[src/rtl/plic_target_arb.sv]
// Per-target PLIC arbiter: two-stage priority tree plus claim/complete pulse generation.
// Latency: ip/ie/prio -> id_o 2 cycles, thold -> id_o 1 cycle, claim/complete pulses 1 cycle.
// Backpressure: none; strobes are single-cycle and always accepted, claims blank the output for 4 cycles.
module plic_target_arb #(
    parameter int SRC_NUM    = 32,
    parameter int PRIO_WIDTH = 3,
    parameter int ID_WIDTH   = $clog2(SRC_NUM)
) (
    input  logic                          clk_i,
    input  logic                          rst_n_i,
    input  logic [SRC_NUM-1:0]            ip_i,
    input  logic [SRC_NUM-1:0]            ie_i,
    input  logic [SRC_NUM*PRIO_WIDTH-1:0] prio_i,
    input  logic [PRIO_WIDTH-1:0]         thold_i,
    input  logic                          claim_rd_i,
    input  logic                          comp_wr_i,
    input  logic [ID_WIDTH-1:0]           comp_id_i,
    output logic [ID_WIDTH-1:0]           id_o,
    output logic                          irq_o,
    output logic [SRC_NUM-1:0]            clam_o,
    output logic [SRC_NUM-1:0]            comp_o
);

    localparam int GRP  = 8;
    localparam int NGRP = SRC_NUM / GRP;

    typedef enum logic [0:0] {ARB, BLANK} state_t;

    // Stage 1: per-group winners
    logic [NGRP-1:0]                 g_vld;
    logic [NGRP-1:0][PRIO_WIDTH-1:0] g_prio;
    logic [NGRP-1:0][ID_WIDTH-1:0]   g_id;
    logic [NGRP-1:0]                 s1_vld;
    logic [NGRP-1:0][PRIO_WIDTH-1:0] s1_prio;
    logic [NGRP-1:0][ID_WIDTH-1:0]   s1_id;

    // Stage 2: global winner, already qualified by threshold
    logic                  b_vld;
    logic [PRIO_WIDTH-1:0] b_prio;
    logic [ID_WIDTH-1:0]   b_id;
    logic [ID_WIDTH-1:0]   s2_id;

    state_t               state, state_nxt;
    logic [2:0]           cnt, cnt_nxt;
    logic [SRC_NUM-1:0]   clam_nxt, comp_nxt;
    logic                 claim_go;

    // Ascending scan with strict '>' keeps the lowest ID on equal priority.
    always_comb begin
        g_vld  = '0;
        g_prio = '0;
        g_id   = '0;
        for (int g = 0; g < NGRP; g++) begin
            for (int i = 0; i < GRP; i++) begin
                if (ip_i[g*GRP+i] && ie_i[g*GRP+i] && (g*GRP+i != 0) &&
                    (prio_i[(g*GRP+i)*PRIO_WIDTH +: PRIO_WIDTH] != '0) &&
                    (!g_vld[g] || (prio_i[(g*GRP+i)*PRIO_WIDTH +: PRIO_WIDTH] > g_prio[g]))) begin
                    g_vld[g]  = 1'b1;
                    g_prio[g] = prio_i[(g*GRP+i)*PRIO_WIDTH +: PRIO_WIDTH];
                    g_id[g]   = ID_WIDTH'(g*GRP+i);
                end
            end
        end
    end

    always_comb begin
        b_vld  = 1'b0;
        b_prio = '0;
        b_id   = '0;
        for (int g = 0; g < NGRP; g++) begin
            if (s1_vld[g] && (!b_vld || (s1_prio[g] > b_prio))) begin
                b_vld  = 1'b1;
                b_prio = s1_prio[g];
                b_id   = s1_id[g];
            end
        end
    end

    always_ff @(posedge clk_i or negedge rst_n_i) begin
        if (!rst_n_i) begin
            s1_vld  <= '0;
            s1_prio <= '0;
            s1_id   <= '0;
            s2_id   <= '0;
        end else begin
            s1_vld  <= g_vld;
            s1_prio <= g_prio;
            s1_id   <= g_id;
            s2_id   <= (b_vld && (b_prio > thold_i)) ? b_id : '0;
        end
    end

    assign id_o  = (state == ARB) ? s2_id : '0;
    assign irq_o = (id_o != '0);

    assign claim_go = (state == ARB) && claim_rd_i && (id_o != '0);

    always_comb begin
        state_nxt = state;
        cnt_nxt   = cnt;
        clam_nxt  = '0;
        comp_nxt  = '0;
        case (state)
            ARB: begin
                if (claim_go) begin
                    state_nxt = BLANK;
                    cnt_nxt   = 3'd4;
                end
            end
            BLANK: begin
                // Last blank cycle is the one where the counter reads 1.
                cnt_nxt = cnt - 3'd1;
                if (cnt <= 3'd1) begin
                    state_nxt = ARB;
                    cnt_nxt   = 3'd0;
                end
            end
            default: begin
                state_nxt = ARB;
                cnt_nxt   = 3'd0;
            end
        endcase
        for (int n = 0; n < SRC_NUM; n++) begin
            clam_nxt[n] = claim_go && (id_o == ID_WIDTH'(n));
            comp_nxt[n] = comp_wr_i && (n != 0) && (comp_id_i == ID_WIDTH'(n)) && ie_i[n];
        end
    end

    always_ff @(posedge clk_i or negedge rst_n_i) begin
        if (!rst_n_i) begin
            state  <= ARB;
            cnt    <= 3'd0;
            clam_o <= '0;
            comp_o <= '0;
        end else begin
            state  <= state_nxt;
            cnt    <= cnt_nxt;
            clam_o <= clam_nxt;
            comp_o <= comp_nxt;
        end
    end

endmodule

[config.mk]
export PLATFORM = sky130hd
export DESIGN_NAME = plic_target_arb
export DESIGN_NICKNAME = d
export VERILOG_FILES = /design/src/rtl/plic_target_arb.sv
export SDC_FILE = /design/constraint.sdc
export NUM_CORES = 1
export LEC_CHECK = 0
export ABC_AREA = 1
export BUFFER_PORTS_ARGS = -buffer_cell sky130_fd_sc_hd__buf_4
export CORE_ASPECT_RATIO = 2
export CORE_MARGIN = 2
export CORE_UTILIZATION = 50
export CTS_BUF_LIST = sky130_fd_sc_hd__clkbuf_4
export DETAILED_ROUTE_END_ITERATION = 10
export PLACE_DENSITY_LB_ADDON = 0.3
export SETUP_SLACK_MARGIN = 0.15
export SLEW_MARGIN = 20
export SYNTH_ARGS = -nofsm -noshare
export SYNTH_HDL_FRONTEND = slang
export SYNTH_SLANG_ARGS = --single-unit
[constraint.sdc]
create_clock -name clk_i -period 6 [get_ports clk_i]
set_input_delay 0.9 -clock clk_i [delete_from_list [all_inputs] [get_ports clk_i]]
set_output_delay 0.9 -clock clk_i [all_outputs]
set_load 0.05 [all_outputs]
==> flow_summary.ini, run 1 <==
[yosys]
yosysSeqAreaShare_pct = 31.2
yosys_warnings = 0
synth_cells = 1164
ys_ff_latch = 103
yosysTopAreaCellShare_pct = 31.2
ys_top_cells_by_area = dfrtp_1, nand2_1, ha_1
synth_area_per_cell_sq_um = 7.10
synth_top_area_cell = dfrtp_1
netlist-cell-type-count = 42
synth.cell_area_sq_mm = 0.00827

[die]
pin_count = 242
start_util_pct = 50.8
die_w_um = 94.9
fp.dieH_um = 186
fp-row-count = 66

[status]
error_line = [ERROR GRT-0116] Global routing finished with congestion. Check the congestion regions in the DRC Viewer.
status = did not finish
flow.stopped_at = global routing (5_1_grt)

[grt]
grt_pass1_vias = 14657
grt_use_total_pct = 61.7
grt_max_degree = 53
grt_pass1_wl_um = 82400
grt_overflow_total = 57

[placed_design]
io_buffers = 235
dpl.cell_count = 1799
hpwl_um = 23000
place.gp.congestion = 0.990

[cts]
cts.sinks = 103
h-tree-depth = 3
postCtsHoldBufs = 0
cts_root_buffer = clkbuf_4
cts_buffers = 9
cts_buffer_depth = 2
-- cells in the mapped netlist (all sizes together) --
| cell type | instances |
|---|---|
| a21oi | 37 |
| a31o | 2 |
| a31oi | 9 |
| and2 | 32 |
| buf | 5 |
| clkbuf | 6 |
| clkinv | 4 |
| conb | 1 |
| dfrtp | 103 |
| ha | 94 |
| inv | 159 |
| nand2 | 363 |
| nand3 | 145 |
| nand4 | 6 |
| nor2 | 84 |
| nor3 | 17 |
| nor3b | 13 |
| o21ai | 62 |
| o311ai | 13 |
| o31ai | 2 |
| or2 | 6 |
| or3 | 1 |
-- repair_timing --
| item | 4_1_cts |
|---|---|
| hold endpoints to repair | 0 |
| setup endpoints to repair | 24 |
| gates resized for setup | 234 |
| buffers inserted | 149 |
| pin swaps | 242 |
-- metrics by stage --
stage	area (sq um)	setup TNS, ps	utilization [%]	setup slack [ps]
after CTS	14700	-25620	90.5	-1420
after detailed placement	12300	-47940	75.7	-2380
after global placement	12300	-41900	75.7	-2170
after floorplan	8810	-30520	-	-1520
-- layer usage --
| layer | track usage (%) | GRT overflow |
|---|---|---|
| met5 | 8.02 | 0 |
| met4 | 67.8 | 22 |
| met3 | 35.1 | 0 |
| met2 | 87.7 | 34 |
| met1 | 56.8 | 1 |
-- logic make-up after synthesis --
kind of cell               count (synthesis)  share of synthesized area [%]
AOI/OAI and AO/OA                        125                           9.52
adders and majority gates                 94                           14.2
buffers and inverters                    174                           8.16
DFF                                      103                           31.2
other                                      1                         0.0454
and+or+nand+nor                          667                           36.9
==> run 2, diff against run 1 <==
- CORE_ASPECT_RATIO: 2 -> not set
- CORE_UTILIZATION: 50 -> 35
- CTS_BUF_LIST: sky130_fd_sc_hd__clkbuf_4 -> not set
- PLACE_DENSITY_LB_ADDON: 0.3 -> 0.15
- SETUP_SLACK_MARGIN: 0.15 -> not set
==> flow_summary.ini, run 2 <==
[status]
status = finished, violations left
violations = negative setup slack

[cts]
cts.sinks = 103
cts_buffer_depth = 2
clk_pin_slew_worst_paths_ps = 70
worst_skew_pair.late_latency_ps = 360
postCtsHoldBufs = 0
cts_buffers = 9
cts_root_buffer = clkbuf_16
h-tree-depth = 3
cts_tree = built

[finish]
fin_util_pct = 68.9
fin_nets = 2042
final_cell_mix = buf_4, nand2_1, nand2_2
drive_gt1_share_pct = 62.7
finish.cell_count_without_fillers = 2100
multi_input_area_sq_mm = 0.00737
largest_reg_flops = 32
n_fill_cell = 1758
antennaDiodeCount = 0
final_common_cell = buf_4
reg_top3 = clam_o (32), comp_o (31), s1_id (15)
top_register = clam_o
area_delta_synth_final_pct = 94.5
ff_latch_area_sq_mm = 0.00258

[routing]
wl_um = 32000
drc = 0
drt_iter0_drc = 452
via_per_inst = 4.82
vias = 10113
antenna_left = 0
drt_pass1_iterations = 5
routedWlPerCell_um = 15.2

[die]
fp-row-count = 56
die_w_um = 158
start_util_pct = 35.4
die-area_sq_mm = 0.0249
fp.dieH_um = 158
core_sq_mm = 0.0233
pin_count = 242

[yosys]
synth.cell_area_sq_mm = 0.00827
yosys_warnings = 0
yosysTopAreaCellShare_pct = 31.2
ys_async_sr_fraction_pct = 100
synth_area_per_cell_sq_um = 7.10
ys_ff_latch = 103
synth_top_area_cell = dfrtp_1
netlist-cell-type-count = 42
synthTopCellsByCount = nand2_1, inv_1, nand3_1, dfrtp_1, ha_1
ys_top_cells_by_area = dfrtp_1, nand2_1, ha_1
yosysSeqAreaShare_pct = 31.2
ys.flop_type = dfrtp_1
synth_edf_count = 0
synth_cells = 1164
yosysMostFrequentCell = nand2_1

[critical_path]
required_ps = 6250
crit_top_cell = nand2_2
max_stage_delay_ps = 280
slowest_stage = ha_4
worstSetupPathType = input port to register
crit_family = simple AND/OR/NAND/NOR gates
path_max_fanout = 6
cp.arrival_ps = 7990
crit_path_end_kind = register
cp.buffers_inverters = 9
critPathLaunchType = input port

[timing]
period_share_pct = 129
hold_viol = 0
slew_headroom_pct = 31.5
rsz0062_at_grt = true
holdWs_ps = 496
worst_slew_pin_slew_ps = 1020
fin_crit_ps = 7730
drv_slew = 0
layout_setup_ws_ps = -1730
setup_viol = 24
fmax_mhz = 129
finClkSkew_ps = 11.0

[run]
max_cap_violations = 0

[grt]
grt_pass1_wl_um = 47800
grt_use_total_pct = 24.2
grt_overflow_total = 0
antenna_found_initial = 0
grt_max_degree = 54
grt_pass1_vias = 10033

[min_path]
hp-class = register to register

[power_and_ir_drop]
power.total_mw = 3.91
vdd_ir_drop_max_uv = 226
p_leak_nw = 8.36
p_per_area_mw_per_mm2 = 243

[placed_design]
place.gp.congestion = 0.915
io_buffers = 235
pre_cts_slack_ps = -2410
hpwl_um = 22600
dpl.cell_count = 1937
## run 2: cell counts after synthesis
No cell type changed its count.
## run 2: cell type report
| class | instances | area share, % |
|---|---|---|
| Inverter | 163 | 4.19 |
| Sequential cell | 103 | 16.0 |
| Clock buffer | 9 | 1.40 |
| Multi-Input combinational cell | 888 | 45.9 |
| Clock inverter | 7 | 0.568 |
| Timing Repair Buffer | 611 | 29.5 |
| Tap cell | 319 | 2.48 |
## run 2: path summary, 6_finish.rpt
kind,from,to,slack (ps),cells past startpoint
max,prio_i[26],s1_prio[3]$_DFF_PN0_,-1730,69
min,cnt[0]$_DFFE_PN0P_,cnt[0]$_DFFE_PN0P_,500,1
max reg2reg,s1_vld[0]$_DFF_PN0_,s2_id[1]$_DFF_PN0_,860,32
min reg2reg,cnt[0]$_DFFE_PN0P_,cnt[0]$_DFFE_PN0P_,500,1
max in group asynchronous,rst_n_i,comp_o[13]$_DFF_PN0_,4280,2
min in group asynchronous,rst_n_i,clam_o[27]$_DFF_PN0_,550,1
## run 2: cells by family after synthesis
family	synth area share [%]
and+or+nand+nor	36.9
DFF	31.2
other	0.0454
buffers and inverters	8.16
adders and majority gates	14.2
AOI/OAI and AO/OA	9.52
## run 2: routing by layer
metal / up-vias / global-route usage (%) / wire [um]
met4: 0 / 6.62 / 871
met3: 74 / 5.42 / 1710
met2: 281 / 44.4 / 16600
li1: 5027 / - / -
met5: - / 0 / 0
met1: 4731 / 28.0 / 12900
## run 2: power by group
part,internal (mW),switching (mW)
Sequential,0.784,0.0457
Clock,0.299,0.312
Combinational,1.12,1.35
Total,2.20,1.71
## run 2: worst register-to-register path: cells and delay by family (launching register included)
| kind | cells | cell delay (ps) |
|---|---|---|
| AND/OR/NAND/NOR | 17 | 1660 |
| AO/OA/AOI/OAI | 10 | 1460 |
| adder cells (fa/ha/maj) | 4 | 1270 |
| flip-flops | 1 | 500 |
| buffers and inverters | 1 | 150 |
## run 2: timing repair
| action | 4_1_cts | 5_1_grt |
|---|---|---|
| endpoints found under the setup margin | 24 | 29 |
| cloned | 0 | 0 |
| gates resized for setup | 257 | 173 |
| setup buffers | 110 | 38 |
| pin swaps | 256 | 179 |
## run 2: metrics by stage
stage	cell area [sq um]	setup TNS [ps]
4_1_cts	15000	-28540
2_1_floorplan	8810	-30520
3_5_place_dp	12600	-47230
3_3_place_gp	12600	-43320
6_report	16100	-33760
5_1_grt	16100	-43760
No activity file was read; power rests on OpenSTA's default activity.
